--- src/rtl/spi_mem_ctrl_v2_if.sv ---
// Signal bundle between the CPU side, spi_mem_ctrl_v2 and the SPI SRAM pins.
// slave = controller view, master = requester/pin-side environment view.
interface spi_mem_ctrl_v2_if #(
  parameter int ADDR_W = 16
);
  logic              mem_req;
  logic              mem_we;
  logic [ADDR_W-1:0] mem_addr;
  logic [7:0]        mem_wdata;
  logic [7:0]        mem_rdata;
  logic              mem_ready;
  logic              busy;
  logic              spi_cs_n;
  logic              spi_sclk;
  logic              spi_mosi;
  logic              spi_miso;

  modport slave (
    input  mem_req, mem_we, mem_addr, mem_wdata, spi_miso,
    output mem_rdata, mem_ready, busy, spi_cs_n, spi_sclk, spi_mosi
  );

  modport master (
    output mem_req, mem_we, mem_addr, mem_wdata, spi_miso,
    input  mem_rdata, mem_ready, busy, spi_cs_n, spi_sclk, spi_mosi
  );
endinterface

--- src/rtl/spi_mem_ctrl_v2.sv ---
// SPI mode-0 SRAM controller: single-byte CPU reads/writes become READ/WRITE transactions.
// Define SPI_BURST_EN to keep CS low between accesses so sequential fetches skip CMD/ADDR.
module spi_mem_ctrl_v2 #(
  parameter int ADDR_W  = 16,
  parameter int CLK_DIV = 2
) (
  input  logic             clk,
  input  logic             rst_n,
  spi_mem_ctrl_v2_if.slave bus
);

  localparam int TOT = 16 + ADDR_W;
  localparam int CW  = $clog2(TOT + 1);
  localparam int DW  = (CLK_DIV > 1) ? $clog2(CLK_DIV) : 1;

  localparam logic [CW-1:0] CMD_LAST  = CW'(7);
  localparam logic [CW-1:0] ADDR_LAST = CW'(8 + ADDR_W - 1);
  localparam logic [CW-1:0] BIT_LAST  = CW'(TOT - 1);
  localparam logic [DW-1:0] DIV_LAST  = DW'(CLK_DIV - 1);

  if (!(ADDR_W == 8 || ADDR_W == 16 || ADDR_W == 24)) begin : g_bad_addr_w
    $error("spi_mem_ctrl_v2: ADDR_W must be 8, 16 or 24");
  end
  if (CLK_DIV < 1) begin : g_bad_clk_div
    $error("spi_mem_ctrl_v2: CLK_DIV must be at least 1");
  end

`ifdef SPI_BURST_EN
  typedef enum logic [2:0] {IDLE, CMD, ADDR, DATA, DONE, HOLD} state_t;
`else
  typedef enum logic [2:0] {IDLE, CMD, ADDR, DATA, DONE} state_t;
`endif

  state_t          state;
  state_t          state_next;
  logic [DW-1:0]   div_cnt;
  logic [CW-1:0]   bit_cnt;
  logic [TOT-2:0]  tx_sr;
  logic [7:0]      rx_sr;
  logic [7:0]      rdata_q;
  logic            sclk_q;
  logic            cs_n_q;
  logic            mosi_q;
  logic            we_q;

  logic            in_xfer;
  logic            tick;
  logic            bit_rise;
  logic            bit_fall;
  logic            last_bit;
  logic            accept_full;
  logic [TOT-1:0]  tx_load;

`ifdef SPI_BURST_EN
  localparam logic [CW-1:0] DATA_FIRST = CW'(8 + ADDR_W);

  logic [ADDR_W-1:0] last_addr;
  logic              last_we;
  logic              gap;
  logic [3:0]        hold_cnt;
  logic              burst_hit;
  logic              accept_burst;
  logic              hold_miss;
  logic              hold_timeout;
  logic [7:0]        burst_byte;
`endif

  // Bit-timing decode: SCLK toggles every CLK_DIV cycles; a fall closes one bit.
  always_comb begin
    in_xfer  = (state == CMD) || (state == ADDR) || (state == DATA);
    tick     = (div_cnt == DIV_LAST);
    bit_rise = in_xfer && tick && !sclk_q;
    bit_fall = in_xfer && tick && sclk_q;
    last_bit = (bit_cnt == BIT_LAST);
    tx_load  = {(bus.mem_we ? 8'h02 : 8'h03), bus.mem_addr,
                (bus.mem_we ? bus.mem_wdata : 8'h00)};
`ifdef SPI_BURST_EN
    burst_byte = bus.mem_we ? bus.mem_wdata : 8'h00;
    burst_hit  = (bus.mem_we == last_we) &&
                 (bus.mem_addr == ADDR_W'(last_addr + 1'b1)) &&
                 (last_addr != '1);
`endif
  end

  always_ff @(posedge clk or negedge rst_n) begin
    if (!rst_n) state <= IDLE;
    else        state <= state_next;
  end

  always_comb begin
    state_next  = state;
    accept_full = 1'b0;
`ifdef SPI_BURST_EN
    accept_burst = 1'b0;
    hold_miss    = 1'b0;
    hold_timeout = 1'b0;
`endif
    case (state)
      IDLE: begin
`ifdef SPI_BURST_EN
        if (bus.mem_req && !gap) begin
`else
        if (bus.mem_req) begin
`endif
          accept_full = 1'b1;
          state_next  = CMD;
        end
      end
      CMD:  if (bit_fall && bit_cnt == CMD_LAST)  state_next = ADDR;
      ADDR: if (bit_fall && bit_cnt == ADDR_LAST) state_next = DATA;
      DATA: if (bit_fall && last_bit)             state_next = DONE;
`ifdef SPI_BURST_EN
      DONE: state_next = HOLD;
      // A miss drops CS and lets IDLE hold it high one extra cycle via gap.
      HOLD: begin
        if (bus.mem_req) begin
          if (burst_hit) begin
            accept_burst = 1'b1;
            state_next   = DATA;
          end else begin
            hold_miss  = 1'b1;
            state_next = IDLE;
          end
        end else if (hold_cnt == 4'd15) begin
          hold_timeout = 1'b1;
          state_next   = IDLE;
        end
      end
`else
      DONE: state_next = IDLE;
`endif
      default: state_next = IDLE;
    endcase
  end

  // Shift engine: MOSI updates with the SCLK fall, MISO is captured with the rise.
  always_ff @(posedge clk or negedge rst_n) begin
    if (!rst_n) begin
      div_cnt <= '0;
      bit_cnt <= '0;
      tx_sr   <= '0;
      rx_sr   <= '0;
      rdata_q <= '0;
      sclk_q  <= 1'b0;
      cs_n_q  <= 1'b1;
      mosi_q  <= 1'b0;
      we_q    <= 1'b0;
    end else begin
      if (in_xfer) begin
        div_cnt <= tick ? '0 : div_cnt + 1'b1;
        if (tick) sclk_q <= ~sclk_q;
      end
      if (bit_rise && state == DATA) rx_sr <= {rx_sr[6:0], bus.spi_miso};
      if (bit_fall) begin
        if (last_bit) begin
          mosi_q <= 1'b0;
`ifndef SPI_BURST_EN
          cs_n_q <= 1'b1;
`endif
          if (!we_q) rdata_q <= rx_sr;
        end else begin
          mosi_q  <= tx_sr[TOT-2];
          tx_sr   <= tx_sr << 1;
          bit_cnt <= bit_cnt + 1'b1;
        end
      end
      if (accept_full) begin
        we_q    <= bus.mem_we;
        tx_sr   <= tx_load[TOT-2:0];
        mosi_q  <= tx_load[TOT-1];
        cs_n_q  <= 1'b0;
        sclk_q  <= 1'b0;
        div_cnt <= '0;
        bit_cnt <= '0;
      end
`ifdef SPI_BURST_EN
      if (accept_burst) begin
        we_q    <= bus.mem_we;
        tx_sr   <= {burst_byte[6:0], {(TOT-8){1'b0}}};
        mosi_q  <= burst_byte[7];
        sclk_q  <= 1'b0;
        div_cnt <= '0;
        bit_cnt <= DATA_FIRST;
      end
      if (hold_miss || hold_timeout) cs_n_q <= 1'b1;
`endif
    end
  end

`ifdef SPI_BURST_EN
  always_ff @(posedge clk or negedge rst_n) begin
    if (!rst_n) begin
      last_addr <= '0;
      last_we   <= 1'b0;
      gap       <= 1'b0;
      hold_cnt  <= '0;
    end else begin
      if (accept_full || accept_burst) begin
        last_addr <= bus.mem_addr;
        last_we   <= bus.mem_we;
      end
      gap      <= hold_miss;
      hold_cnt <= (state == HOLD) ? hold_cnt + 1'b1 : 4'd0;
    end
  end
`endif

  assign bus.spi_cs_n  = cs_n_q;
  assign bus.spi_sclk  = sclk_q;
  assign bus.spi_mosi  = mosi_q;
  assign bus.mem_rdata = rdata_q;
  assign bus.mem_ready = (state == DONE);
  assign bus.busy      = in_xfer || (state == DONE);

endmodule

--- src/flat_wrapper.sv ---
// flat-port wrapper written by rule: the top's interface ports become plain ports
module spi_mem_ctrl_v2_flat 
#(
  parameter int ADDR_W  = 16,
  parameter int CLK_DIV = 2
)
  (clk, rst_n, bus_mem_req, bus_mem_we, bus_mem_addr, bus_mem_wdata, bus_spi_miso, bus_mem_rdata, bus_mem_ready, bus_busy, bus_spi_cs_n, bus_spi_sclk, bus_spi_mosi);
  spi_mem_ctrl_v2_if #(.ADDR_W(ADDR_W)) bus_i ();
  input  logic clk;
  input  logic rst_n;
  input wire logic [$bits(bus_i.mem_req)-1:0] bus_mem_req;
  input wire logic [$bits(bus_i.mem_we)-1:0] bus_mem_we;
  input wire logic [$bits(bus_i.mem_addr)-1:0] bus_mem_addr;
  input wire logic [$bits(bus_i.mem_wdata)-1:0] bus_mem_wdata;
  input wire logic [$bits(bus_i.spi_miso)-1:0] bus_spi_miso;
  output wire logic [$bits(bus_i.mem_rdata)-1:0] bus_mem_rdata;
  output wire logic [$bits(bus_i.mem_ready)-1:0] bus_mem_ready;
  output wire logic [$bits(bus_i.busy)-1:0] bus_busy;
  output wire logic [$bits(bus_i.spi_cs_n)-1:0] bus_spi_cs_n;
  output wire logic [$bits(bus_i.spi_sclk)-1:0] bus_spi_sclk;
  output wire logic [$bits(bus_i.spi_mosi)-1:0] bus_spi_mosi;
  assign bus_i.mem_req = bus_mem_req;
  assign bus_i.mem_we = bus_mem_we;
  assign bus_i.mem_addr = bus_mem_addr;
  assign bus_i.mem_wdata = bus_mem_wdata;
  assign bus_i.spi_miso = bus_spi_miso;
  assign bus_mem_rdata = bus_i.mem_rdata;
  assign bus_mem_ready = bus_i.mem_ready;
  assign bus_busy = bus_i.busy;
  assign bus_spi_cs_n = bus_i.spi_cs_n;
  assign bus_spi_sclk = bus_i.spi_sclk;
  assign bus_spi_mosi = bus_i.spi_mosi;
  spi_mem_ctrl_v2 #(.ADDR_W(ADDR_W), .CLK_DIV(CLK_DIV)) u_core (.clk(clk), .rst_n(rst_n), .bus(bus_i));
endmodule
--- config.mk ---
export PLATFORM = sky130hd
export DESIGN_NAME = spi_mem_ctrl_v2_flat
export DESIGN_NICKNAME = d
export VERILOG_FILES = /design/src/rtl/spi_mem_ctrl_v2_if.sv /design/src/rtl/spi_mem_ctrl_v2.sv /design/src/flat_wrapper.sv
export SDC_FILE = /design/constraint.sdc
export NUM_CORES = 1
export LEC_CHECK = 0
export CAP_MARGIN = 20
export CORE_MARGIN = 5
export CORE_UTILIZATION = 30
export CTS_BUF_LIST = sky130_fd_sc_hd__clkbuf_2
export DETAILED_ROUTE_END_ITERATION = 8
export GPL_TIMING_DRIVEN = 0
export PLACE_DENSITY = 0.5
export SYNTH_ARGS = -nofsm -noshare
export SYNTH_HDL_FRONTEND = slang
export SYNTH_SLANG_ARGS = --single-unit
--- constraint.sdc ---
create_clock -name clk -period 2.43 [get_ports clk]
set_input_delay 0.486 -clock clk [delete_from_list [all_inputs] [get_ports clk]]
set_output_delay 0.486 -clock clk [all_outputs]
set_load 0.05 [all_outputs]
==> metrics.txt <==
# TYPE chip_impl_metric gauge
chip_impl_metric{name="postSynthAreaPerCell",unit="µm²"} 11.4
chip_impl_metric{name="ir_worst_vdd",unit="V"} 0.000305
chip_impl_info{name="path_delay_family",value="buffers and inverters"} 1
chip_impl_metric{name="die_w",unit="µm"} 106
chip_impl_metric{name="cts_hold_buffers",unit=""} 0
chip_impl_metric{name="power",unit="W"} 0.00326
chip_impl_metric{name="maxCapViolCount",unit=""} 0
chip_impl_metric{name="num_antenna_cells",unit=""} 0
chip_impl_metric{name="setup-violations-final",unit=""} 0
chip_impl_info{name="postSynth.topFlopCell",value="sky130_fd_sc_hd__dfrtp_1"} 1
chip_impl_metric{name="synth_warnings",unit=""} 0
chip_impl_metric{name="worstSkewPairLatency",unit="ns"} 0.47
chip_impl_info{name="critical_path.startpoint",value="u_core.bus.spi_cs_n"} 1
chip_impl_metric{name="max_stage_delay",unit="ns"} 0.79
chip_impl_metric{name="finalWorstPathRequiredPeriod",unit="ns"} 2.30
chip_impl_metric{name="timing.critical_path.fanout_max",unit=""} 2
chip_impl_metric{name="ctsHtreeMaxLevel",unit=""} 3
chip_impl_metric{name="first_global_vias",unit=""} 2032
chip_impl_metric{name="layout-drive-gt1-share",unit="%"} 20.4
chip_impl_metric{name="max_slew_headroom",unit="%"} 48.8
chip_impl_info{name="critical_path.slowest_cell",value="sky130_fd_sc_hd__clkdlybuf4s50_1"} 1
chip_impl_metric{name="drt_first_iter_violations",unit=""} 112
chip_impl_metric{name="drt-wirelength-per-cell",unit="µm"} 14.7
chip_impl_metric{name="cts-buffers-inserted",unit=""} 9
chip_impl_info{name="run_status",value="finished, final reports clean"} 1
chip_impl_info{name="rsz0062_at_grt",value="no"} 1
chip_impl_metric{name="router_iterations_before_antenna_repair",unit=""} 4
chip_impl_metric{name="mappedNetlistNets",unit=""} 273
chip_impl_metric{name="dp_worst_setup_slack",unit="ns"} 0.0832
chip_impl_metric{name="route.vias.total",unit=""} 2029
chip_impl_metric{name="fp.dieArea",unit="µm²"} 11300
chip_impl_metric{name="fp-row-count",unit=""} 35
chip_impl_info{name="clock_tree_from_tritoncts",value="done"} 1
chip_impl_metric{name="worst-path-buf-inv",unit=""} 1
chip_impl_metric{name="final_nets",unit=""} 324
chip_impl_metric{name="detail_route.drc_violations",unit=""} 0
chip_impl_info{name="hold_path.class",value="in -> async"} 1
chip_impl_metric{name="layout_setup_ws",unit="ns"} 0.135
chip_impl_metric{name="worst-endpoint-required",unit="ns"} 1.94
chip_impl_metric{name="post_cts.resized_instances",unit=""} 7
chip_impl_metric{name="power_per_cell_area",unit="nW/µm²"} 953
chip_impl_metric{name="clk_pin_slew",unit="ns"} 0.18
chip_impl_metric{name="grt_max_degree",unit=""} 62
chip_impl_metric{name="p_leak",unit="nW"} 1.59
chip_impl_metric{name="crit_arrival",unit="ns"} 1.81
chip_impl_metric{name="initial_utilization",unit="%"} 30.4
chip_impl_metric{name="synth_cells",unit=""} 243
chip_impl_info{name="critical_path.endpoint_type",value="output port"} 1
chip_impl_metric{name="worst-slew-pin-transition",unit="ns"} 0.768
chip_impl_metric{name="route.detailed.vias_per_inst",unit=""} 4.95
chip_impl_metric{name="async_reset_ff_share",unit="%"} 100
chip_impl_metric{name="grt_util_all_layers",unit="%"} 11.4
chip_impl_metric{name="grt_antenna_before_repair",unit=""} 0
chip_impl_metric{name="synth_cell_type_count",unit=""} 47
chip_impl_metric{name="grt-ovfl-total",unit=""} 0
chip_impl_metric{name="period_utilization_post_route",unit="%"} 94.4
chip_impl_metric{name="cts.repair_timing.setup_buffer_count",unit=""} 0
chip_impl_metric{name="hold-worst-slack",unit="ns"} 0.0739
chip_impl_metric{name="syn-cell-area",unit="µm²"} 2770
chip_impl_metric{name="antenna_violating_nets_post_route",unit=""} 0
chip_impl_metric{name="synthToLayoutAreaGrowth",unit="%"} 23.5
chip_impl_metric{name="filler_cell_count",unit=""} 935
chip_impl_metric{name="clock.fmax",unit="MHz"} 436
chip_impl_metric{name="number_of_ports_placed_on_the_die_boundary",unit=""} 42
chip_impl_metric{name="grt_first_pass_wirelength",unit="µm"} 10200
chip_impl_info{name="root_buffer",value="sky130_fd_sc_hd__clkbuf_2"} 1
chip_impl_metric{name="ys_seq_area_share",unit="%"} 55.1
chip_impl_metric{name="detail_route.wirelength",unit="µm"} 6030
chip_impl_metric{name="timing_max_transition_violations_final",unit=""} 0
chip_impl_info{name="timing.critical_path.cells",value="clkdlybuf4s50_1"} 1
chip_impl_metric{name="report.final.hold_viol_count",unit=""} 0
chip_impl_metric{name="chipHeight",unit="µm"} 106
chip_impl_info{name="worst_r2r_startpoint",value="u_core.bit_cnt[0]"} 1
chip_impl_metric{name="post-dp-hpwl",unit="µm"} 4100
chip_impl_metric{name="synth_enable_flop_cells",unit=""} 0
chip_impl_metric{name="clock-sinks",unit=""} 61
chip_impl_metric{name="cts.path.max_buffers",unit=""} 2
chip_impl_info{name="path_class",value="reg -> out"} 1
chip_impl_metric{name="core_area",unit="µm²"} 9110
chip_impl_metric{name="io_buffer_count",unit=""} 40
chip_impl_metric{name="gp_congestion",unit=""} 0.721
chip_impl_metric{name="number_of_register_bits_inferred_by_synthesis",unit=""} 61
chip_impl_metric{name="worst_clock_skew",unit="ns"} 0.0235
chip_impl_info{name="critical_path_start_type",value="register"} 1
## Yosys cell counts, types with 2 or more instances
cell / instances / share of area [%]
sky130_fd_sc_hd__nand2_1: 34 / 4.6
sky130_fd_sc_hd__xnor2_1: 3 / 0.95
sky130_fd_sc_hd__a21oi_1: 6 / 1.1
sky130_fd_sc_hd__mux2i_1: 3 / 1.1
sky130_fd_sc_hd__nand3_1: 26 / 4.7
sky130_fd_sc_hd__nand3b_1: 2 / 0.54
sky130_fd_sc_hd__mux2_2: 17 / 6.9
sky130_fd_sc_hd__buf_2: 8 / 1.4
sky130_fd_sc_hd__dfrtp_1: 60 / 54
sky130_fd_sc_hd__nor3_1: 3 / 0.54
sky130_fd_sc_hd__and3_1: 15 / 3.4
sky130_fd_sc_hd__buf_6: 4 / 1.6
sky130_fd_sc_hd__a211oi_1: 2 / 0.54
sky130_fd_sc_hd__a21oi_2: 3 / 0.95
sky130_fd_sc_hd__nor2_1: 9 / 1.2
sky130_fd_sc_hd__clkbuf_1: 3 / 0.41
sky130_fd_sc_hd__a221o_1: 15 / 5.4
## cell usage in the layout, fill, tap and decap left out, types with 4 or more instances in the layout
| cell type | synthesis | final |
|---|---|---|
| sky130_fd_sc_hd__buf_2 | 8 | 8 |
| sky130_fd_sc_hd__dfrtp_1 | 60 | 60 |
| sky130_fd_sc_hd__mux2_2 | 17 | 17 |
| sky130_fd_sc_hd__buf_6 | 4 | 4 |
| sky130_fd_sc_hd__nor2_1 | 9 | 8 |
| sky130_fd_sc_hd__a21oi_1 | 6 | 6 |
| sky130_fd_sc_hd__and3_1 | 15 | 15 |
| sky130_fd_sc_hd__a221o_1 | 15 | 15 |
| sky130_fd_sc_hd__nand3_1 | 26 | 26 |
| sky130_fd_sc_hd__clkdlybuf4s50_1 | 0 | 36 |
| sky130_fd_sc_hd__nand2_1 | 34 | 34 |
| sky130_fd_sc_hd__clkbuf_2 | 0 | 11 |
## logic make-up after synthesis
logic type / synth area share (%)
AO/OA/AOI/OAI: 11.2
XOR/XNOR: 0.948
adder cells (fa/ha/maj): 0.451
buffers and inverters: 3.75
flip-flops: 55.1
multiplexers: 7.99
AND/OR/NAND/NOR: 20.5
## through the flow
step	instance area, µm²	TNS [ns]	util (%)	std cells
2_1_floorplan	2770	0	-	243
3_3_place_gp	3310	-74.14	36.3	394
3_5_place_dp	3310	0	36.3	394
4_1_cts	3420	0	37.5	410
5_1_grt	3420	0	37.6	410
6_report	3420	0	37.6	410
## registers in the layout (all words and copies together) (netlist names), 3 cells and up
| signal | flops |
|---|---|
| u_core.bit_cnt | 6 |
| u_core.bus.mem_rdata | 8 |
| u_core.rx_sr | 8 |
| u_core.state | 3 |
| u_core.tx_sr | 31 |
## report_power, final
| group | leakage [nW] | internal (W) | switching [W] |
|---|---|---|---|
| sequential | 0.811 | 0.00129 | 0.000238 |
| clock | 0.0694 | 0.000240 | 0.000370 |
| combinational | 0.712 | 0.000503 | 0.000615 |
## per-layer routing
| metal | vias to the layer above | track usage (%) | share of wire, % |
|---|---|---|---|
| met5 | - | 0 | 0 |
| met4 | 0 | 5.00 | 1.2 |
| met3 | 7 | 3.46 | 4.5 |
| met2 | 32 | 16.9 | 45 |
| met1 | 999 | 15.3 | 49 |
| li1 | 991 | - | - |
## area by class of cell
type                       instances  area, µm²  area share [%]
clock buffer                      11       55.1            1.61
sequential                        61       1530            44.6
multi-input combinational        166       1140            33.4
clock inverter                     5       51.3            1.50
buffer                            16        104            3.03
timing repair buffer              40        403            11.8
tap                              111        139            4.06
## path summary, 6_finish.rpt
path	end	slack, ns	cells after the start
min	u_core.tx_sr[3]	0.07	1
max reg2reg	u_core.bus.mem_rdata[7]	0.45	5
max	bus_spi_cs_n	0.13	1
max in group asynchronous	u_core.bit_cnt[2]	1.85	1
min reg2reg	u_core.tx_sr[7]	0.50	2
min in group clk	u_core.tx_sr[0]	0.31	3
(Power assumes the default switching activity.)
